==> src/rtl/pwm_fade_multi.sv <==
// Multi-channel PWM brightness controller with duty updates at period boundaries.
// Define PWM_FADE_EN to step each channel one unit per period toward its target.
module pwm_fade_multi #(
    parameter int CH       = 4,
    parameter int DW       = 7,
    parameter int PERIOD   = 100,
    parameter int PRESCALE = 10
) (
    input  logic              clk,
    input  logic              rst,
    input  logic [CH*DW-1:0]  duty_target,
    input  logic              load,
    output logic [CH-1:0]     pwm_out,
    output logic [CH-1:0]     busy,
    output logic              period_start
);

    localparam int CW = (PERIOD > 1) ? $clog2(PERIOD) : 1;
    localparam int PW = (PRESCALE > 1) ? $clog2(PRESCALE) : 1;

    localparam logic [PW-1:0] PRESC_LAST = PW'(PRESCALE - 1);
    localparam logic [CW-1:0] CNT_LAST   = CW'(PERIOD - 1);
    localparam logic [DW-1:0] FULL       = DW'(PERIOD);

    logic [PW-1:0] presc;
    logic [CW-1:0] cnt;
    logic          tick;
    logic          wrap;

    assign tick = (presc == PRESC_LAST);
    assign wrap = tick && (cnt == CNT_LAST);

    always_ff @(posedge clk or negedge rst) begin
        if (!rst) begin
            presc        <= '0;
            cnt          <= '0;
            period_start <= 1'b0;
        end else begin
            presc        <= tick ? '0 : presc + 1'b1;
            period_start <= wrap;
            if (tick) begin
                cnt <= (cnt == CNT_LAST) ? '0 : cnt + 1'b1;
            end
        end
    end

    for (genvar i = 0; i < CH; i++) begin : g_ch
        logic [DW-1:0] slice;
        logic [31:0]   slice_w;
        logic [DW-1:0] clamped;
        logic [DW-1:0] cur_q;
        logic [DW-1:0] tgt_q;
        logic [DW-1:0] cur_next;
        logic          pwm_q;
        logic          below;

        assign slice   = duty_target[i*DW +: DW];
        assign slice_w = 32'(slice);
        assign clamped = (slice_w > 32'(PERIOD)) ? FULL : slice;

        // Zero-extend both operands to a common width before comparing
        assign below = {{DW{1'b0}}, cnt} < {{CW{1'b0}}, cur_q};

`ifdef PWM_FADE_EN
        always_comb begin
            cur_next = cur_q;
            if (cur_q < tgt_q) begin
                cur_next = cur_q + 1'b1;
            end else if (cur_q > tgt_q) begin
                cur_next = cur_q - 1'b1;
            end
        end
`else
        always_comb begin
            cur_next = tgt_q;
        end
`endif

        always_ff @(posedge clk or negedge rst) begin
            if (!rst) begin
                tgt_q <= '0;
                cur_q <= '0;
                pwm_q <= 1'b0;
            end else begin
                pwm_q <= below;
                if (load) begin
                    tgt_q <= clamped;
                end
                // cur only moves on wrap, so a period never mixes duties
                if (wrap) begin
                    cur_q <= cur_next;
                end
            end
        end

        assign pwm_out[i] = pwm_q;
        assign busy[i]    = (cur_q != tgt_q);
    end

endmodule
==> config.mk <==
export PLATFORM = sky130hd
export DESIGN_NAME = pwm_fade_multi
export DESIGN_NICKNAME = d
export VERILOG_FILES = /design/src/rtl/pwm_fade_multi.sv
export SDC_FILE = /design/constraint.sdc
export NUM_CORES = 1
export LEC_CHECK = 0
export BUFFER_PORTS_ARGS = -buffer_cell sky130_fd_sc_hd__buf_4
export CAP_MARGIN = 20
export CORE_UTILIZATION = 40
export CTS_BUF_LIST = sky130_fd_sc_hd__clkbuf_8
export DETAILED_ROUTE_END_ITERATION = 10
export GPL_TIMING_DRIVEN = 0
export PLACE_DENSITY_LB_ADDON = 0.12
export SLEW_MARGIN = 30
export SYNTH_ARGS = -nofsm -noshare
export SYNTH_HDL_FRONTEND = slang
export SYNTH_SLANG_ARGS = --single-unit
==> constraint.sdc <==
create_clock -name clk -period 2.4 [get_ports clk]
set_input_delay 0.12 -clock clk [delete_from_list [all_inputs] [get_ports clk]]
set_output_delay 0.12 -clock clk [all_outputs]
set_load 0.05 [all_outputs]
[Yosys cells after proc, flatten, opt, wreduce, memory -nomap -nowiden]
Index checks and enable logic that the tools add are counted.
Storage, ports and cells
  flip-flop bits (word level): 72
  latch bits: 0
  memory bits (writable): 0
  bits in read-only memories: 0
  input bits: 31
  output and inout port bits: 9
  word-level logic and storage cells: 38
  memories: 0
Operators by class
  add/subtract/negate cells: 2
  multiply operators: 0
  divide/modulo/power cells: 0
  magnitude comparators: 8
  equality and inequality tests: 6
  shifts and indexed selects: 0
  multiplexer cells: 6
  bitwise logic cells: 0
  reduce and logical (&&, ||, !) cells: 1
Operator list (count)
  7-bit 2-to-1 mux: 5
  7-bit greater-than comparator, second input constant: 4
  7-bit < comparator: 4
  7-bit != test: 4
  7-bit by 1-bit adder with 7-bit output, second input constant: 1
  7-bit == test, second input constant: 1
  4-bit by 1-bit adder with 4-bit output, second input constant: 1
  4-bit == test, second input constant: 1
  4-bit 2-to-1 mux: 1
  1-bit logical AND: 1

[Logic depth before layout (Yosys ltp)]
Gate-level depths: netlist (run 1).
  depth in word-level cells: 2
  mapped depth: 6
  gate-level depth less buffers: 6

[Worst setup path before layout (run 1)]
OpenSTA, ideal clock, no wires.
  path type: register -> register
  start point: reg cnt[3]
  end point: reg g_ch[0].cur_q[0]
  library setup time: 125 ps
  data arrival time: 1585 ps
  data required time: 2275 ps
  slack: 690 ps
  cell stages (with the launch flop): 6
  buffers on the path: 1
  period minus slack after synthesis: 1710 ps
  cell sequence: dfrtp_1 -> and4bb_1 -> nand3b_1 -> or2_4 -> buf_6 -> mux2_4
On the way
  longest elaborated chain between the ends: 2
RTL lines
  start: declaration: RTL line 26  | logic [CW-1:0] cnt;
  start signal: assignment: RTL line 42  | cnt <= (cnt == CNT_LAST) ? '0 : cnt + 1'b1;
  7-bit == test: RTL line 31  | assign wrap = tick && (cnt == CNT_LAST);
  1-bit logical AND: RTL line 31
  end signal: assignment: RTL line 91  | cur_q <= cur_next;
  end: declaration: RTL line 51  | logic [DW-1:0] cur_q;
No other way between the ends.
A chain may end at the register's enable or synchronous reset.

[Worst setup path after layout (run 1)]
Ends and elaborated chain as after synthesis.

==> results of run 1 <==
-- layout make-up --
cell class              count  area [um^2]
plain buffers              12        82.58
clock buffers               9        123.9
clock inverters             7        40.04
fillers                   906         4738
inverters                  52        195.2
multi-input cells         227         1738
flip-flops and latches     72         1802
well taps                 129        161.4
repair buffers             45        359.1
-- final timing paths --
check / startpoint / to / slack (ns)
setup reg to reg: cnt[3]$_DFFE_PN0N_ / g_ch[0].cur_q[0]$_DFFE_PN0P_ / 0.49
min in group asynchronous: rst / g_ch[0].pwm_q$_DFF_PN0_ / 0.36
setup / recovery: cnt[3]$_DFFE_PN0N_ / g_ch[0].cur_q[0]$_DFFE_PN0P_ / 0.49
hold / removal: duty_target[21] / g_ch[3].cur_next[0]$_DFFE_PN0P_ / 0.01
hold reg to reg: g_ch[0].cur_q[6]$_DFFE_PN0P_ / g_ch[0].cur_q[6]$_DFFE_PN0P_ / 0.54
max in group asynchronous: rst / cnt[3]$_DFFE_PN0N_ / 1.58
-- layout by cell type (no fill, tap or decap), types with 2 or more instances in the layout --
| cell type | n |
|---|---|
| ha_1 | 25 |
| a31oi_1 | 2 |
| clkinv_2 | 4 |
| nand3_1 | 13 |
| inv_1 | 53 |
| o21ai_0 | 18 |
| nor3_1 | 5 |
| mux2_4 | 7 |
| clkbuf_1 | 3 |
| xnor2_1 | 14 |
| clkbuf_8 | 9 |
| nand4_1 | 5 |
| mux2i_1 | 14 |
| mux2_1 | 10 |
| nor2_1 | 20 |
| a21o_1 | 3 |
| dfrtp_1 | 72 |
| nor2b_1 | 3 |
| xor2_1 | 17 |
| buf_4 | 41 |
| o21a_1 | 3 |
| nor4_1 | 5 |
| o22ai_1 | 8 |
| dlygate4sd3_1 | 7 |
| mux2_2 | 9 |
| buf_6 | 4 |
| buf_1 | 2 |
| nand2_1 | 20 |
| a21oi_1 | 16 |
-- state kept, by name, summed over array words and instances (netlist names) --
register       flops
period_start       1
g_ch.pwm_q         4
cnt                7
g_ch.cur_next     28
presc              4
g_ch.cur_q        28
-- power breakdown --
part           switching (uW)  internal, uW  total (uW)
Clock                     469           366         835
Sequential               37.7          1260        1300
Combinational             113           104         217
-- cells by family after synthesis --
logic type,after synthesis
buf+inv,64
fa+ha+maj,25
mux,40
flops,72
simple gates,77
compound gates,54
xor+xnor,31
-- per-layer routing --
metal / up-vias / global-route usage [%]
li1: 1334 / -
met1: 1293 / 25.49
met2: 35 / 28.12
met3: 7 / 3.233
met4: 0 / 5.769
met5: - / 0
-- what timing repair did --
action,CTS,global route
hold buffers,7,0
hold endpoints to repair,78,0
endpoints found under the setup margin,0,0
-- through the flow --
| step | hold WS, ns | setup WS (ns) | cell area [um^2] |
|---|---|---|---|
| detailed placement | 0.3298 | 0.2795 | 4264 |
| global route | 0.004685 | 0.3662 | 4502 |
| finish | 0.01497 | 0.4869 | 4502 |
| global placement | 0.3291 | 0.2947 | 4264 |
| CTS | 0.001724 | 0.4723 | 4498 |
| floorplan | -0.1756 | 0.6902 | 3817 |
-- worst min-delay path, stage by stage --
cell     delay [ns]
buf_4          0.10
inv_1          0.04
o22ai_1        0.05
==> reports/qor.yml, run 1 <==
period_minus_slack_ns: 1.913
clockRootBuffer: "clkbuf_8"
cp-end-kind: "register"
insertion_delay_ns: 0.34
die-area_mm2: 0.009938
clockBufferDepth: 2
track_usage_pct: 18.07
synth_seq_cells: 72
vias_per_cell: 4.826
finalSetupViolations: 0
syn_avg_cell_area_um2: 10.52
grt_max_degree: 73
die_w_um: 99.69
yosysSeqAreaShare_pct: 47.20
synthXorXnorAreaFrac_pct: 7.112
ys_top_cells_by_count: "dfrtp_1, inv_1, ha_1"
maxUsedRoutingLayer: "met4"
synth_edf_count: 0
antenna_found_initial: 0
clock.fmax_mhz: 522.7
synthMuxAreaShare_pct: 12.03
min_delay_path_depth: 3
ir_worst_vdd_v: 0.0002328
critPathRequiredTime_ns: 2.63
synth-simple-area-share_pct: 10.03
crit_slowest_cell: "dfrtp_1"
fin_skew_ns: 0.01322
cpLargestDelayFamily: "simple AND/OR/NAND/NOR gates"
worstRegToRegCells: 5
final-hold-violation-count: 0
drv_slew: 0
syn-num-nets: 419
gp_congestion: 0.7407
synth_top_family_by_area: "multiplexers"
grt_pass1_vias: 2724
start_util_pct: 41.31
finalNonFillerCells: 553
p_leak_uw: 0.002298
wl_met2_um: 3646
htreeDepth: 3
vias: 2669
outcome: "completed"
cp_max_fo: 11
wl_met1_um: 3942
rows: 35
hp-class: "in -> reg"
postLayoutCoreUtil_pct: 48.72
synthesis.area_mm2: 0.003817
drc_errors: 0
post_cts_resized: 0
cts_num_sinks: 72
rsz0062_at_grt: "false"
yosysMostFrequentCell: "dfrtp_1"
synth_area_leaders: "dfrtp_1, ha_1, inv_1, xor2_1, mux2i_1"
first_pass_iters: 4
grt_first_pass_wirelength_um: 13620
path_cells: "and4bb_1 -> nand3b_1 -> or2_4 -> buf_6 -> mux2_4"
slew-limit-headroom_pct: 51.59
period_share_pct: 79.71
critical_path_class: "reg -> reg"
ys.flop_type: "dfrtp_1"
cts.repair_timing.setup_buffer_count: 0
worstPathArrival_ns: 2.14
cap_violations: 0
p_total_uw: 2348
netlist_instances: 363
grt-ovfl-total: 0
ant_nets: 0
drive_gt1_share_pct: 18.40
post_drt_wl_per_cell_um: 14.20
syn_to_final_growth_pct: 17.93
diodes: 0
synth.distinct_cells: 36
ios: 40
critical_path_depth: 5
synth_top_area_share_pct: 47.20
clkSlewWorstSetupHoldPaths_ns: 0.08
drt_iter0_markers: 121
yosys.area_share.adder_pct: 8.194
tns_ns: 0
synth_compound_gate_area_share_pct: 8.161
dp_cells: 530
dpl.hpwl_um: 5465
cts_buffers: 9
route.met3.wl_um: 189
async_flop_share_pct: 100.0
p_per_area_mw_per_mm2: 521.6
cp_num_buf_inv: 1
routed_wl_um: 7852
synth_area_leader_cell: "dfrtp_1"
core_area_mm2: 0.009240
max_slew.worst_pin.slew_ns: 0.7262
die_height_um: 99.69
crit_path_max_incr_delay_ns: 0.54
start_kind: "register"
portBuffers: 38
ys_warn_count: 0
cts_tree: "built"
final_nets: 475
(Power assumes the default switching activity.)
==> run 2: changes to the inputs <==
==> constraint.sdc (replaced) <==
create_clock -name clk -period 1.67 [get_ports clk]
set_input_delay 0.0835 -clock clk [delete_from_list [all_inputs] [get_ports clk]]
set_output_delay 0.0835 -clock clk [all_outputs]
set_load 0.05 [all_outputs]
==> reports/qor.yml, run 2 (synthesized netlist as in run 1, its figures left out) <==
outcome: "complete, but fails checks"
violations: "setup timing"
first_pass_iters: 4
p_leak_uw: 0.002547
ios: 40
drv_slew: 0
final_cell_mix: "dfrtp_1, inv_1, buf_4"
cap_violations: 0
postLayoutCoreUtil_pct: 54.30
clock.fmax_mhz: 589.3
clockBufferDepth: 2
syn_to_final_growth_pct: 31.43
insertion_delay_ns: 0.34
slew-limit-headroom_pct: 54.49
track_usage_pct: 19.10
core_area_mm2: 0.009240
cts_buffers: 9
grt_pass1_vias: 2819
timing.rr.end: "g_ch[1].cur_q[6]$_DFFE_PN0P_"
min_delay_path_depth: 3
rsz0062_at_grt: "true"
p_per_area_mw_per_mm2: 708.8
dpl.hpwl_um: 5485
critPathRequiredTime_ns: 1.90
period_minus_slack_ns: 1.697
finalSetupViolations: 6
final-hold-violation-count: 0
htreeDepth: 3
max_slew.worst_pin.slew_ns: 0.6826
final_nets: 508
hold-path-endpoint: "g_ch[0].cur_next[2]$_DFFE_PN0P_"
portBuffers: 38
worstRegToRegCells: 5
vias_per_cell: 4.850
start_util_pct: 41.31
start_kind: "register"
clkSlewWorstSetupHoldPaths_ns: 0.07
rows: 35
ir_worst_vdd_v: 0.0004020
diodes: 0
grt_max_degree: 73
rr_startpoint: "cnt[4]$_DFFE_PN0N_"
cp-end-kind: "register"
antenna_found_initial: 0
vias: 2842
drive_gt1_share_pct: 25.82
drt_iter0_markers: 106
period_share_pct: 101.6
hp-class: "in -> reg"
routed_wl_um: 8774
critical_path_class: "reg -> reg"
cp_max_fo: 6
die_height_um: 99.69
hp-start: "duty_target[2]"
cts_tree: "built"
cts_num_sinks: 72
whs_ns: 0.03484
finalNonFillerCells: 586
clockRootBuffer: "clkbuf_8"
die_w_um: 99.69
post_drt_wl_per_cell_um: 14.97
r2r_setup_slack_ns: -0.03
final_common_cell: "dfrtp_1"
ant_nets: 0
p_total_uw: 3556
grt_first_pass_wirelength_um: 14260
gp_congestion: 0.7586
fin_skew_ns: 0.01095
drc_errors: 0
grt-ovfl-total: 0
die-area_mm2: 0.009938
dp_cells: 530
worstPathArrival_ns: 1.92
setup_slack_ns: -0.02688
tns_ns: -0.07035
run 2: changes by cell type in the layout (fill, tap and decap cells not counted), moves of 4 or more:
| cell | delta |
|---|---|
| buf_12 | +4 |
| nor4_2 | +5 |
| dfrtp_2 | +9 |
| mux2_1 | -9 |
| nor4_1 | -5 |
| dfrtp_1 | -9 |
| buf_4 | +7 |
| dlygate4sd3_1 | +18 |
| mux2_4 | +9 |
run 2: worst max path at each step:
stage / start / to
5_1_grt: g_ch[2].cur_next[3]$_DFFE_PN0P_ / busy[2]
3_3_place_gp: load / g_ch[0].cur_next[1]$_DFFE_PN0P_
4_1_cts: g_ch[0].cur_next[4]$_DFFE_PN0P_ / busy[0]
6_report: cnt[4]$_DFFE_PN0N_ / g_ch[1].cur_q[6]$_DFFE_PN0P_
3_5_place_dp: load / g_ch[2].cur_next[0]$_DFFE_PN0P_
2_1_floorplan: cnt[4]$_DFFE_PN0N_ / g_ch[0].cur_q[0]$_DFFE_PN0P_
run 2: timing repair:
| action | CTS | global route |
|---|---|---|
| hold buffers | 25 | 0 |
| cloned | 0 | 2 |
| gates resized for setup | 16 | 23 |
| hold endpoints to repair | 96 | 0 |
| pin swaps | 9 | 8 |
| endpoints found under the setup margin | 34 | 35 |
| buffers inserted | 9 | 4 |
run 2: report_power, final:
| part | total (uW) | internal (uW) | switching (uW) |
|---|---|---|---|
| logic | 368 | 187 | 181 |
| registers | 1860 | 1810 | 55.7 |
| clock network | 1320 | 667 | 657 |
| total | 3560 | 2660 | 893 |
run 2: through the flow:
step / setup WS, ns / area, um^2
after global placement: -0.3608 / 4267
after floorplan: -0.0007132 / 3820
after detailed placement: -0.3567 / 4267
after CTS: -0.02658 / 4838
final: -0.02688 / 5017
after global routing: -0.08491 / 5017
run 2: layer usage:
metal / share of wire [%] / wire (um) / GRT usage [%]
met5: 0 / 0 / 0
met3: 6.0 / 527 / 3.935
met1: 45 / 3978 / 24.91
met4: 1.2 / 101 / 5.769
met2: 47 / 4167 / 31.94
run 2: cell type report:
| class | instances | area [um^2] |
|---|---|---|
| Fill cell | 829 | 4223 |
| Buffer | 12 | 110.1 |
| Multi-Input combinational cell | 227 | 1839 |
| Sequential cell | 72 | 1813 |
| Timing Repair Buffer | 78 | 718.2 |
| Inverter | 52 | 195.2 |
| Tap cell | 129 | 161.4 |
| Clock buffer | 9 | 123.9 |
| Clock inverter | 7 | 56.30 |
run 2: critical path, cell delays in order (launching register included):
cell and delay, ns:
dfrtp_2 0.41, and4bb_1 0.28, nand3b_1 0.12, or2_4 0.29
clkbuf_16 0.18, mux2_4 0.30
==> run 3: changes to the inputs <==
--- a/config.mk
+++ b/config.mk
@@ -7,7 +7,7 @@
 export LEC_CHECK = 0
 export BUFFER_PORTS_ARGS = -buffer_cell sky130_fd_sc_hd__buf_4
 export CAP_MARGIN = 20
-export CORE_UTILIZATION = 40
+export CORE_UTILIZATION = 36
 export CTS_BUF_LIST = sky130_fd_sc_hd__clkbuf_8
 export DETAILED_ROUTE_END_ITERATION = 10
 export GPL_TIMING_DRIVEN = 0
==> reports/qor.yml, run 3 (synthesized netlist as in run 1, its figures left out) <==
min_delay_path_depth: 3
drc_errors: 0
htreeDepth: 3
p_per_area_mw_per_mm2: 732.1
worstPathArrival_ns: 1.96
dpl.hpwl_um: 5618
first_pass_iters: 4
die_height_um: 105.0
drv_slew: 0
antenna_found_initial: 0
cpLargestDelayFamily: "simple AND/OR/NAND/NOR gates"
final_cell_mix: "dfrtp_1, buf_4, inv_1"
cap_violations: 0
die-area_mm2: 0.01102
hp-start: "duty_target[2]"
grt-ovfl-total: 0
track_usage_pct: 17.01
postLayoutCoreUtil_pct: 49.16
gp_congestion: 0.7273
crit_path_max_incr_delay_ns: 0.42
worstRegToRegCells: 5
ant_nets: 0
dp_cells: 537
path_cells: "and4bb_1 -> nand3b_1 -> or2_4 -> clkbuf_16 -> mux2_1"
rr_startpoint: "cnt[3]$_DFFE_PN0N_"
cp-end-kind: "register"
timing.rr.end: "g_ch[3].cur_q[5]$_DFFE_PN0P_"
setup_slack_ns: -0.04915
rsz0062_at_grt: "true"
whs_ns: 0.03205
insertion_delay_ns: 0.35
cp_max_fo: 5
post_drt_wl_per_cell_um: 14.93
crit_slowest_cell: "dfrtp_2"
placed_area_mm2: 0.004275
cts_buffers: 9
outcome: "complete, but fails checks"
die_w_um: 105.0
vias_per_cell: 4.740
slew-limit-headroom_pct: 55.16
hold-path-endpoint: "g_ch[0].cur_next[2]$_DFFE_PN0P_"
cts_num_sinks: 72
routed_wl_um: 8944
portBuffers: 38
vias: 2839
ios: 40
diodes: 0
grt_first_pass_wirelength_um: 14170
start_util_pct: 36.98
fill_cells: 970
period_share_pct: 102.9
clkSlewWorstSetupHoldPaths_ns: 0.08
ir_worst_vdd_v: 0.0003717
drive_gt1_share_pct: 26.13
period_minus_slack_ns: 1.719
syn_to_final_growth_pct: 32.94
fin_area_mm2: 0.005075
finalNonFillerCells: 599
drt_iter0_markers: 89
final-hold-violation-count: 0
cts_tree: "built"
fin_skew_ns: 0.008156
r2r_setup_slack_ns: -0.05
final_nets: 514
clockRootBuffer: "clkbuf_8"
final_common_cell: "dfrtp_1"
finalSetupViolations: 20
start_kind: "register"
grt_max_degree: 73
core_area_mm2: 0.01032
rows: 37
critical_path_depth: 5
pre_cts_ws_ns: -0.4172
max_slew.worst_pin.slew_ns: 0.6726
clock.fmax_mhz: 581.7
p_leak_uw: 0.002569
critPathRequiredTime_ns: 1.91
hp-class: "in -> reg"
clockBufferDepth: 2
cp_num_buf_inv: 1
violations: "setup timing"
critical_path_class: "reg -> reg"
grt_pass1_vias: 2780
## run 3: through the flow
step / total power (uW) / TNS, ns
final: 3715 / -0.5496
after global routing: 3880 / -1.397
after CTS: 3762 / -0.07173
after detailed placement: 2202 / -9.836
after global placement: 2199 / -9.772
after floorplan: 2048 / -0.004992
## run 3: final cells by class
cell class,instances,area (um^2),area share [%]
repair buffers,84,752.0,14.82
inverters,52,195.2,3.846
multi-input cells,227,1818,35.82
clock buffers,12,165.2,3.254
plain buffers,12,110.1,2.170
clock inverters,4,51.30,1.011
flip-flops and latches,72,1813,35.72
well taps,136,170.2,3.353
## run 3: worst reg2reg max path: stages (launching register included)
cell       delay [ns]
dfrtp_2          0.42
and4bb_1         0.29
nand3b_1         0.12
or2_4            0.30
clkbuf_16        0.18
mux2_1           0.30
## run 3: how the worst max path moves through the flow
stage                                         start                              end  slack [ns]
global placement                               load  g_ch[2].cur_next[0]$_DFFE_PN0P_       -0.39
detailed placement                             load  g_ch[2].cur_next[0]$_DFFE_PN0P_       -0.42
global route        g_ch[3].cur_next[3]$_DFFE_PN0P_                          busy[3]       -0.08
finish                           cnt[3]$_DFFE_PN0N_     g_ch[3].cur_q[5]$_DFFE_PN0P_       -0.05
CTS                    g_ch[1].cur_q[4]$_DFFE_PN0P_                          busy[1]       -0.02
floorplan                        cnt[4]$_DFFE_PN0N_     g_ch[0].cur_q[0]$_DFFE_PN0P_     -0.0007
## run 3: repair_timing
action	in CTS	in global routing
setup endpoints to repair	44	31
hold buffers	27	0
pin swaps	4	11
setup buffers	10	7
gates cloned	0	2
endpoints found under the hold margin	98	0
gates resized for setup	15	19
## run 3: routing by layer
| metal | routed length [um] | global-route usage (%) | vias to the layer above | share of wire, % |
|---|---|---|---|---|
| met5 | 0 | 0 | - | 0 |
| met4 | 113 | 5.231 | 0 | 1.3 |
| met3 | 251 | 4.304 | 12 | 2.8 |
| met2 | 4296 | 28.57 | 35 | 48 |
| met1 | 4284 | 21.48 | 1374 | 48 |
| li1 | - | - | 1418 | - |
## run 3: power breakdown
part / internal (uW) / switching [uW]
clock: 813 / 674
combinational: 189 / 177
sequential: 1810 / 54.1
total: 2810 / 905
